[config.mk]
export PLATFORM = sky130hd
export DESIGN_NAME = systolic_feed_controller
export DESIGN_NICKNAME = d
export VERILOG_FILES = /design/src/rtl/systolic_feed_controller.sv
export SDC_FILE = /design/constraint.sdc
export NUM_CORES = 1
export LEC_CHECK = 0
export ABC_CLOCK_PERIOD_IN_PS = 2450
export CAP_MARGIN = 20
export CORE_MARGIN = 2
export CORE_UTILIZATION = 40
export DETAILED_ROUTE_END_ITERATION = 8
export PLACE_DENSITY = 0.67
export SLEW_MARGIN = 0
export SYNTH_ARGS = -nofsm -noshare
export SYNTH_HDL_FRONTEND = slang
export SYNTH_SLANG_ARGS = --single-unit
[constraint.sdc]
create_clock -name clock -period 2.45 [get_ports clock]
set_input_delay 0.3675 -clock clock [delete_from_list [all_inputs] [get_ports clock]]
set_output_delay 0.3675 -clock clock [all_outputs]
set_load 0.005 [all_outputs]
[src/rtl/systolic_feed_controller.sv]
// rtl/systolic_feed_controller.sv - sequences one tile pass: operand reads, skewed lane masks, drain, done
//
// Ports:
//   clock, reset        rising-edge clock, synchronous active-high reset
//   start, base_addr    tile request from the scheduler; base_addr captured on accept
//   array_ready         skew stage / array accepts the current feed step
//   busy, done          pass in progress; one-cycle completion pulse
//   rd_en, rd_addr      operand buffer row read (rows base_addr .. base_addr+N-1)
//   lane_valid          per-lane skewed valid mask for the current feed step
//   clear_acc           accumulator clear on the first accepted feed step
//   step                current feed step index (0 outside FEED)
//   perf_stall_cycles   stalled FEED cycles of the last pass, saturating
//                       (present only when SYSTOLIC_FEED_PERF_EN is defined)
//
// Optional feature macro: SYSTOLIC_FEED_PERF_EN

module systolic_feed_controller #(
    parameter int MATRIX_SIZE  = 8,
    parameter int ADDR_BITS    = 8,
    parameter int DRAIN_CYCLES = 4,
    parameter int STEP_BITS    = $clog2(2 * MATRIX_SIZE)
) (
    input  logic                   clock,
    input  logic                   reset,
    input  logic                   start,
    input  logic [ADDR_BITS-1:0]   base_addr,
    input  logic                   array_ready,
    output logic                   busy,
    output logic                   done,
    output logic                   rd_en,
    output logic [ADDR_BITS-1:0]   rd_addr,
    output logic [MATRIX_SIZE-1:0] lane_valid,
    output logic                   clear_acc,
    output logic [STEP_BITS-1:0]   step
`ifdef SYSTOLIC_FEED_PERF_EN
    ,
    output logic [15:0]            perf_stall_cycles
`endif
);

    localparam int LAST_STEP  = 2 * MATRIX_SIZE - 2;
    localparam int DRAIN_BITS = $clog2(DRAIN_CYCLES + 1);

    typedef enum logic [1:0] {
        IDLE  = 2'd0,
        FEED  = 2'd1,
        DRAIN = 2'd2,
        DONE  = 2'd3
    } state_t;

    state_t                state;
    state_t                state_next;
    logic [STEP_BITS-1:0]  step_q;
    logic [DRAIN_BITS-1:0] drain_q;
    logic [ADDR_BITS-1:0]  base_q;

    always_ff @(posedge clock) begin
        if (reset) begin
            state   <= IDLE;
            step_q  <= '0;
            drain_q <= '0;
            base_q  <= '0;
        end else begin
            state <= state_next;
            case (state)
                IDLE: begin
                    if (start) begin
                        base_q <= base_addr;
                        step_q <= '0;
                    end
                end
                FEED: begin
                    if (array_ready) begin
                        if (step_q == STEP_BITS'(LAST_STEP)) begin
                            drain_q <= '0;
                        end else begin
                            step_q <= step_q + 1'b1;
                        end
                    end
                end
                DRAIN: begin
                    drain_q <= drain_q + 1'b1;
                end
                default: begin
                end
            endcase
        end
    end

    always_comb begin
        state_next = state;
        busy       = (state != IDLE);
        done       = 1'b0;
        rd_en      = 1'b0;
        rd_addr    = '0;
        lane_valid = '0;
        clear_acc  = 1'b0;
        step       = '0;
        case (state)
            IDLE: begin
                if (start) begin
                    state_next = FEED;
                end
            end
            FEED: begin
                step = step_q;
                // A stalled step drives nothing downstream; it is re-issued once accepted.
                if (array_ready) begin
                    rd_en     = (step_q < STEP_BITS'(MATRIX_SIZE));
                    rd_addr   = rd_en ? (base_q + ADDR_BITS'(step_q)) : '0;
                    clear_acc = (step_q == '0);
                    // Lane i sees its N operands on steps i .. i+N-1 (diagonal skew).
                    for (int i = 0; i < MATRIX_SIZE; i++) begin
                        lane_valid[i] = (int'(step_q) >= i) && (int'(step_q) <= i + MATRIX_SIZE - 1);
                    end
                    if (step_q == STEP_BITS'(LAST_STEP)) begin
                        state_next = DRAIN;
                    end
                end
            end
            DRAIN: begin
                if (drain_q == DRAIN_BITS'(DRAIN_CYCLES - 1)) begin
                    state_next = DONE;
                end
            end
            DONE: begin
                done       = 1'b1;
                state_next = IDLE;
            end
            default: begin
                state_next = IDLE;
            end
        endcase
    end

`ifdef SYSTOLIC_FEED_PERF_EN
    always_ff @(posedge clock) begin
        if (reset) begin
            perf_stall_cycles <= '0;
        end else if (state == IDLE && start) begin
            perf_stall_cycles <= '0;
        end else if (state == FEED && !array_ready && perf_stall_cycles != 16'hFFFF) begin
            perf_stall_cycles <= perf_stall_cycles + 16'd1;
        end
    end
`endif

endmodule

# After elaboration in Yosys (flattened, before gate mapping)
# Index checks and enable logic that the tools add are counted.
totals:
  ff_bits: 17
  elab_cells: 72
  out_inout_bits: 24
op_classes:
  n_reduce_logical: 16
  n_addsub: 3
  magnitude_cmp: 16
  n_eq_ne: 10
  n_mux: 23
ops:
  columns: ["cell", "count"]
  rows:
  - ["$mux W8", 5]
  - ["$le A4 B4 Y1 const B", 7]
  - ["$ge A4 B3 Y1 const B", 4]
  - ["$mux W4", 4]
  - ["$ne A2 B2 Y1 const B", 5]
  - ["$add A8 B4 Y8", 1]
  - ["$ge A4 B2 Y1 const B", 2]
  - ["$mux W2", 4]
  - ["$pmux W2 S4", 1]
  - ["$pmux W4 S2", 1]
  - ["$reduce_and A4 Y1", 2]
  - ["$logic_and A1 B1 Y1", 7]
  - ["$mux W3", 2]
  - ["$pmux W3 S2", 1]
  - ["$reduce_bool A2 Y1", 3]
  - ["$mux W1", 5]
  - ["$add A4 B1 Y4 const B", 1]
  - ["$eq A2 B2 Y1 const B", 2]
  - ["$eq A4 B4 Y1 const B", 1]
  - ["$ge A4 B1 Y1 const B", 1]
  - ["$le A4 B3 Y1 const B", 1]
  - ["$logic_not A4 Y1", 1]
  - ["$lt A4 B4 Y1 const B", 1]
  - ["$add A3 B1 Y3 const B", 1]
  - ["5 further kinds", 5]

# Depth between registers and ports, before layout
# Gate-level depths: netlist of the first run.
logic_depth:
  word_depth: 4
  ltp_mapped: 7
  depth_no_buf: 6

# Worst setup path after synthesis of the first run
# Ideal clock, no wire load.
synth_timing:
  path_type: "register -> output"
  start: "register step_q[0]"
  end: "output rd_addr[6]"
  arrival_ps: 1575
  path_stages_with_launch: 7
  slack_ps: 508
  required_ps: 2082
  path_cell_list: "dfxtp_1 ha_1 fa_1 a21o_1 a21oi_1 o21ai_0 a21oi_1"
synth_between:
  elab_chain_cells: 4
synth_lines:
  columns: ["element", "line", "text"]
  rows:
  - ["from (decl)", "53", "logic [STEP_BITS-1:0] step_q;"]
  - ["from (signal assigned)", "77", "step_q <= step_q + 1'b1;"]
  - ["$add A8 B4 Y8 or $lt A4 B4 Y1 (tied branches)", "110, 109", null]
  - ["$mux W8 *", "110", "rd_addr = rd_en ? (base_q + ADDR_BITS'(step_q)) : '0;"]
  - ["$mux W8 *", "108", "if (array_ready) begin"]
  - ["$mux W8 *", "99", "case (state)"]
  - ["to (decl)", "31", "output logic [ADDR_BITS-1:0] rd_addr,"]
# Every way passes the cells marked *; elsewhere a longest branch is shown, timed or not.

# Worst setup path in the final report of the first run
layout_timing:
  start: "register base_q[1]"
  end: "output rd_addr[3]"
layout_between:
  elab_chain_cells: 4
layout_lines:
  columns: ["element", "line", "text"]
  rows:
  - ["from (decl)", "55", "logic [ADDR_BITS-1:0] base_q;"]
  - ["from (signal assigned)", "68", "base_q <= base_addr;"]
  - ["$add A8 B4 Y8", "110", null]
  - ["$mux W8", "110", null]
  - ["$mux W8", "108", null]
  - ["$mux W8", "99", null]
# No other way between the ends.

==> results.md, run 1 <==
## Synthesis
• **synthesized-area fraction occupied by ao, oa, aoi and oai cells** 20.4%
• **Seq/Total Area, Yosys** 23.8%
• **Primary FF master, synth** sky130_fd_sc_hd__dfxtp_1
• **multiplexer area fraction after synthesis** 2.18%
• **number of distinct standard cells referenced by the synthesized netlist** 40
• **post-synthesis cell type with the largest combined area** sky130_fd_sc_hd__dfxtp_1
• **simple-gate share of the synthesized area** 27.4%
• **Post-Syn Area per Cell** 7.92 sq um
• **area of the mapped netlist** 1430 sq um
• **register bit total from synthesis** 17
• **parity-gate share of the synthesized area counting xor and xnor cells** 1.22%
• **gate count after technology mapping** 181
• **number of enable flip-flop cells after synthesis** 0
• **most used standard cell by instance count after synthesis** sky130_fd_sc_hd__a21oi_1
• **Async SR Flop Fraction** 0%
• **Post-Synth Adder-Cell Area** 18.9%
• **Yosys warning count** 0
• **synthesized net count** 214
• **combinational family with the most area after synthesis** simple AND/OR/NAND/NOR gates
• **area share of the largest cell type after synthesis** 23.8%
• **Area contributors post-synth** sky130_fd_sc_hd__dfxtp_1, sky130_fd_sc_hd__ha_1, sky130_fd_sc_hd__a21oi_1
• **list of most frequent post-synthesis cells** sky130_fd_sc_hd__a21oi_1, sky130_fd_sc_hd__ha_1, sky130_fd_sc_hd__dfxtp_1, sky130_fd_sc_hd__nand2_1

## STA
• **unrepaired setup endpoints after global routing** yes
• **number of pins exceeding their max-slew limit in the final report** 0
• **peak clock frequency supported by timing** 415 MHz
• **final setup skew** 3.01 ps
• **final worst setup slack** 42.1 ps
• **share of the clock period used by the worst path after layout** 98.3%
• **setup-violating endpoint count in the final report** 0
• **fin crit period** 2410 ps
• **Slew @ Worst Pin** 483 ps
• **worst slew margin relative to its limit** 67.0%
• **hold slack final** 477 ps
• **final hold violation count** 0

## Setup path
• **worst reg2reg setup slack** 430 ps
• **delay-heaviest family, CP** buffers and inverters
• **CP Data Required Time** 2080 ps
• **Worst setup SP type** register
• **crit path DAT** 2040 ps
• **Setup Crit Path Kind** register to primary output
• **cells along the critical path** ha_1 > a211oi_1 > nor2_1 > nor3_1 > clkdlybuf4s50_1
• **critical path buffer and inverter count** 1
• **cell at the slowest stage of the critical path** sky130_fd_sc_hd__clkdlybuf4s50_1
• **worst-path fanout max** 3
• **sort of element at the end of the critical path** primary output
• **largest stage delay on the critical path** 520 ps

## Pwr
• **internal cell power** 723 uW
• **total power consumption of the routed design** 1230 uW
• **clock power share** 11.6%
• **combinational group share of total power** 57.6%
• **PD cells** 613 nW/um^2
• **switching share of power** 41.3%
• **static leakage** 0.000875 uW
• **switching pwr** 508 uW
• **sequential power share** 30.7%
• **maximum ir drop on the vdd rail** 0.000435 V

## Clock tree
• **clock network latency to the later pin of the worst-skew pair** 280 ps
• **Sinks on Clock Net** 17
• **TritonCTS clock tree** done
• **Longest Clk Path Bufs** 2
• **H-Tree Depth** 1
• **clk slew on worst S/H paths** 90 ps
• **cell chosen for the clock root** sky130_fd_sc_hd__clkbuf_4
• **number of CTS-inserted buffers** 3
• **hold buffers post-CTS** 0

## Route
• **number of iterations in the first detailed-routing pass** 4
• **DR WL/cell** 13.0 um
• **DRC violations left** 0
• **count of nets left with antenna violations after detail routing** 0
• **routed via count** 1429
• **violation count after the first detailed-route iteration** 76
• **final wirelength** 3510 um
• **average via count per standard cell** 5.27

## Die
• **die width** 63.8 um
• **Die Area** 4080 sq um
• **I/O pins** 36
• **Placement Rows** 21
• **effective utilization at floorplan** 42.3%
• **Die H** 63.8 um
• **Core Area** 3390 sq um

## Final layout
• **post-route non-filler standard cell count** 271
• **fin nets** 259
• **number of antenna repair diodes** 0
• **core utilization of the finished layout** 59.3%
• **area added between synthesis and finish** 40.3%
• **fraction of layout cells with a size suffix above 1** 22.2%

## Hold path
• **hold crit path type** register to register

## Placement
• **number of instances in the placed design** 264
• **Post-DP HPWL** 2620 um
• **weighted congestion at the end of routability-driven global placement** 0.785
• **worst setup timing slack at the placement stage** -48.8 ps
• **number of port buffers** 35

## GRT
• **met3 routing resource usage after global routing** 3.87%
• **global-route total usage across every layer** 16.7%
• **vias in the first global route** 1291
• **met2 Track Usage GR** 29.9%
• **maximum number of pins on one net before global-route repair** 15
• **grt ovf** 0
• **highest-utilization routing layer at the global route stage** met2
• **initial antenna violation count** 0
• **first-pass GRT wire length** 5540 um
• **met1 demand-to-capacity share in global routing** 19.1%

## Flow run
• **total of max-cap violations** 0

## Run status
• **status** completed

kinds of logic after synthesis:
family / Yosys count
AO/OA/AOI/OAI: 46
XOR/XNOR: 2
adder cells (fa/ha/maj): 21
buffers and inverters: 20
flip-flops: 17
multiplexers: 3
AND/OR/NAND/NOR: 72
cell usage in the layout (no fill, tap or decap), drive strengths merged, types with 2 or more instances in the layout:
master,netlist,final
o21ai,7,7
dlymetal6s2s,0,3
and2,6,6
dlygate4sd2,0,3
clkbuf,3,6
nor3,6,6
a31oi,2,2
nor2,12,12
nand2b,5,5
a221oi,2,2
nor2b,4,4
mux2i,2,2
xnor2,2,2
nand2,16,16
nand3,12,12
dfxtp,17,17
buf,6,15
ha,20,20
or3,3,3
clkdlybuf4s50,0,26
a2111oi,2,2
a21o,2,2
nand3b,2,2
inv,11,11
a211oi,6,6
a21oi,21,21
timing repair:
action                     CTS  global route
setup endpoints to repair   12            10
setup buffers                1             2
gates resized for setup     20            24
pin swaps                    2             7
gates cloned                 0             0
path summary, 6_finish.rpt:
path	startpoint	endpoint	depth (start not counted)
setup / recovery	base_q[1]$_SDFFE_PP0P_	rd_addr[3]	5
hold reg to reg	drain_q[2]$_SDFFE_PP0P_	drain_q[2]$_SDFFE_PP0P_	2
setup reg to reg	state[0]$_SDFFE_PP0P_	step_q[3]$_SDFFE_PP0P_	6
hold / removal	drain_q[2]$_SDFFE_PP0P_	drain_q[2]$_SDFFE_PP0P_	2
cell type report:
cell class	instances	area [sq um]
clock buffer	4	26.3
timing repair buffer	49	448
sequential	17	349
tap	46	57.6
fill	301	1380
multi-input combinational	144	1090
inverter	11	41.3
worst min-delay path, cell delays in order (launching register included):
cell	delay, ps
sky130_fd_sc_hd__dfxtp_1	320
sky130_fd_sc_hd__nand2b_1	60
sky130_fd_sc_hd__a21oi_1	50
per-stage QoR:
stage                     setup TNS (ps)  area, sq um
after floorplan                        0         1430
after global placement                 0         1880
after detailed placement           -48.8         1880
after CTS                         -0.278         1940
after global routing               -38.0         2010
final                                  0         2010
power groups by stage:
stage	Combinational [uW]	Sequential, uW	Clock, uW
after global placement	648	368	0
after global routing	790	387	163
final	710	379	143
after CTS	687	368	149
after floorplan	457	362	0
after detailed placement	676	372	0
registers in the layout (all words and copies together), names as in the netlist:
name,cells
base_q,8
step_q,4
drain_q,3
state,2
routing by layer:
layer | vias up | wire length [um]
met2 | 28 | 1790
met1 | 671 | 1560
li1 | 726 | -
met4 | 0 | 31
met3 | 4 | 132
met5 | - | 0
Power figures use the tool's default switching activity.
==> run 2: changes to the inputs <==
ABC_CLOCK_PERIOD_IN_PS = 2870   (was 2450)
clock period = 2.87 ns   (was 2.45 ns; I/O delays follow)
==> run 2 against run 1 <==
Compared with the run above: clock-buffer cell count fell by 1; sequential share of layout area rose by 0.53 points; utilization fell by 3.2 points; combinational power fell by 20%; largest cell class unchanged; sequential power fell by 17%; clock skew rose by 3.6 ps; setup slack improved by 78 ps; final area fell by 5.4%; first-iteration DRC count rose by 33%; via count fell by 0.77%.
==> results.md, run 2 (synthesis results as in run 1) <==
## STA
• **worst slew margin relative to its limit** 68.4%
• **final setup skew** 6.66 ps
• **peak clock frequency supported by timing** 364 MHz
• **hold slack final** 478 ps
• **number of pins exceeding their max-slew limit in the final report** 0
• **unrepaired setup endpoints after global routing** no
• **final worst setup slack** 120 ps
• **final hold violation count** 0
• **Slew @ Worst Pin** 474 ps
• **share of the clock period used by the worst path after layout** 95.8%
• **fin crit period** 2750 ps
• **setup-violating endpoint count in the final report** 0
• **final total negative setup slack** 0 ps

## Final layout
• **number of antenna repair diodes** 0
• **number of flip-flops under the largest register name** 8
• **leading cell types in the layout, fill and taps excluded** sky130_fd_sc_hd__clkdlybuf4s50_1, sky130_fd_sc_hd__a21oi_1, sky130_fd_sc_hd__ha_1
• **top register by number of flip-flops** base_q
• **fin nets** 251
• **Filler Cells Inserted** 325
• **sequential cell area** 340 sq um
• **largest registers** base_q: 8 flops, step_q: 4 flops, drain_q: 3 flops
• **most frequent standard cell in the layout excluding fill and tap cells** sky130_fd_sc_hd__clkdlybuf4s50_1
• **post-route non-filler standard cell count** 263
• **total area of multi-input combinational cells** 1040 sq um
• **fraction of layout cells with a size suffix above 1** 10.1%
• **area added between synthesis and finish** 32.7%

## GRT
• **first-pass GRT wire length** 5920 um
• **grt ovf** 0
• **vias in the first global route** 1329
• **initial antenna violation count** 0
• **global-route total usage across every layer** 17.9%
• **maximum number of pins on one net before global-route repair** 13

## Pwr
• **PD cells** 531 nW/um^2
• **total power consumption of the routed design** 1010 uW
• **internal cell power** 588 uW
• **maximum ir drop on the vdd rail** 0.000418 V
• **static leakage** 0.000781 uW
• **switching share of power** 41.7%
• **switching pwr** 421 uW
• **combinational group share of total power** 56.4%
• **clock power share** 12.5%
• **sequential power share** 31.1%

## Setup path
• **sort of element at the end of the critical path** primary output
• **startpoint of the most critical setup path** step_q[1]$_SDFFE_PP0P_
• **last element of the critical path** rd_addr[7]
• **cells along the critical path** ha_1 > a211oi_1 > o21ba_2 > or3_1 > a21oi_1 > clkdlybuf4s50_1
• **CP Data Required Time** 2440 ps
• **worst reg2reg startpoint** state[0]$_SDFFE_PP0P_
• **Worst path depth** 6
• **worst reg2reg setup slack** 690 ps
• **capture point of the worst reg-to-reg path** step_q[3]$_SDFFE_PP0P_
• **cell at the slowest stage of the critical path** sky130_fd_sc_hd__clkdlybuf4s50_1
• **delay-heaviest family, CP** buffers and inverters
• **Setup Crit Path Kind** register to primary output
• **largest stage delay on the critical path** 530 ps
• **worst-path fanout max** 4
• **crit path DAT** 2320 ps
• **logic depth of the worst register-to-register path** 6
• **critical path buffer and inverter count** 1
• **Worst setup SP type** register

## Clock tree
• **clk slew on worst S/H paths** 100 ps
• **Sinks on Clock Net** 17
• **clock network latency to the later pin of the worst-skew pair** 290 ps
• **number of CTS-inserted buffers** 3
• **TritonCTS clock tree** done
• **cell chosen for the clock root** sky130_fd_sc_hd__clkbuf_4
• **H-Tree Depth** 1
• **hold buffers post-CTS** 0
• **Longest Clk Path Bufs** 2

## Hold path
• **hold crit path type** register to register

## Route
• **Routed met3 length** 94 um
• **number of iterations in the first detailed-routing pass** 4
• **highest metal layer with signal wires** met4
• **met1 wire length** 1570 um
• **average via count per standard cell** 5.39
• **DRC violations left** 0
• **DR WL met2** 1840 um
• **routed via count** 1418
• **final wirelength** 3520 um
• **DR WL/cell** 13.4 um
• **count of nets left with antenna violations after detail routing** 0
• **violation count after the first detailed-route iteration** 101

## Die
• **die width** 63.8 um
• **effective utilization at floorplan** 42.3%
• **I/O pins** 36
• **Placement Rows** 21
• **Die H** 63.8 um
• **Core Area** 3390 sq um
• **Die Area** 4080 sq um

## Placement
• **worst setup timing slack at the placement stage** 288 ps
• **number of port buffers** 35
• **Post-DP HPWL** 2700 um
• **number of instances in the placed design** 259
• **weighted congestion at the end of routability-driven global placement** 0.831

## Run status
• **status** completed

## Flow run
• **total of max-cap violations** 0

run 2: changes by cell type in the layout (fill, tap and decap cells not counted), sizes merged:
cell           previous run  this run
clkdlybuf4s50            26        34
clkbuf                    6         3
buf                      15         6
dlymetal6s2s              3         1
dlygate4sd2               3         0
clkinv                    0         1
run 2: repair_timing:
item,4_1_cts,5_1_grt
pin swaps,0,1
hold endpoints to repair,0,0
endpoints found under the setup margin,1,4
setup buffers,0,0
gates resized for setup,1,4
run 2: per-stage QoR:
stage                     cell area (sq um)  utilization [%]
after CTS                              1870             55.2
after detailed placement               1840             54.3
after global placement                 1840             54.3
after floorplan                        1430                -
after global routing                   1900             56.1
final                                  1900             56.1
run 2: power groups by stage:
stage                     combinational (uW)  clock (uW)  sequential (uW)
after floorplan                          390           0              309
after global placement                   544           0              314
after detailed placement                 564           0              317
after CTS                                567         134              311
after global routing                     639         147              320
final                                    569         127              313
run 2: how the worst min path moves through the flow:
stage / start / endpoint / slack [ps] / cells after the start
after floorplan: base_q[0]$_SDFFE_PP0P_ / base_q[0]$_SDFFE_PP0P_ / 440 / 2
after global placement: base_q[3]$_SDFFE_PP0P_ / base_q[3]$_SDFFE_PP0P_ / 450 / 2
after detailed placement: base_q[3]$_SDFFE_PP0P_ / base_q[3]$_SDFFE_PP0P_ / 450 / 2
after CTS: base_q[3]$_SDFFE_PP0P_ / base_q[3]$_SDFFE_PP0P_ / 470 / 2
after global routing: base_q[0]$_SDFFE_PP0P_ / base_q[0]$_SDFFE_PP0P_ / 510 / 2
final: base_q[0]$_SDFFE_PP0P_ / base_q[0]$_SDFFE_PP0P_ / 480 / 2
run 2: layer usage:
layer	track usage, %	up-vias
met2	31.0	33
met1	23.4	668
li1	-	715
met4	5.43	0
met3	1.58	2
met5	0	-
run 2: cell type report:
type                    count  share of cell area [%]
flip-flops and latches     17                    17.9
clock buffers               3                    1.18
multi-input cells         144                    54.5
repair buffers             41                    20.9
well taps                  46                    3.03
inverters                  11                    2.17
clock inverters             1                   0.263
run 2: worst register-to-register path: cells and delay by family (launching register included):
kind	cells	cell delay, ps
AOI/OAI and AO/OA	1	220
adders and majority gates	1	350
buffers and inverters	1	100
DFF	1	390
and+or+nand+nor	3	1060
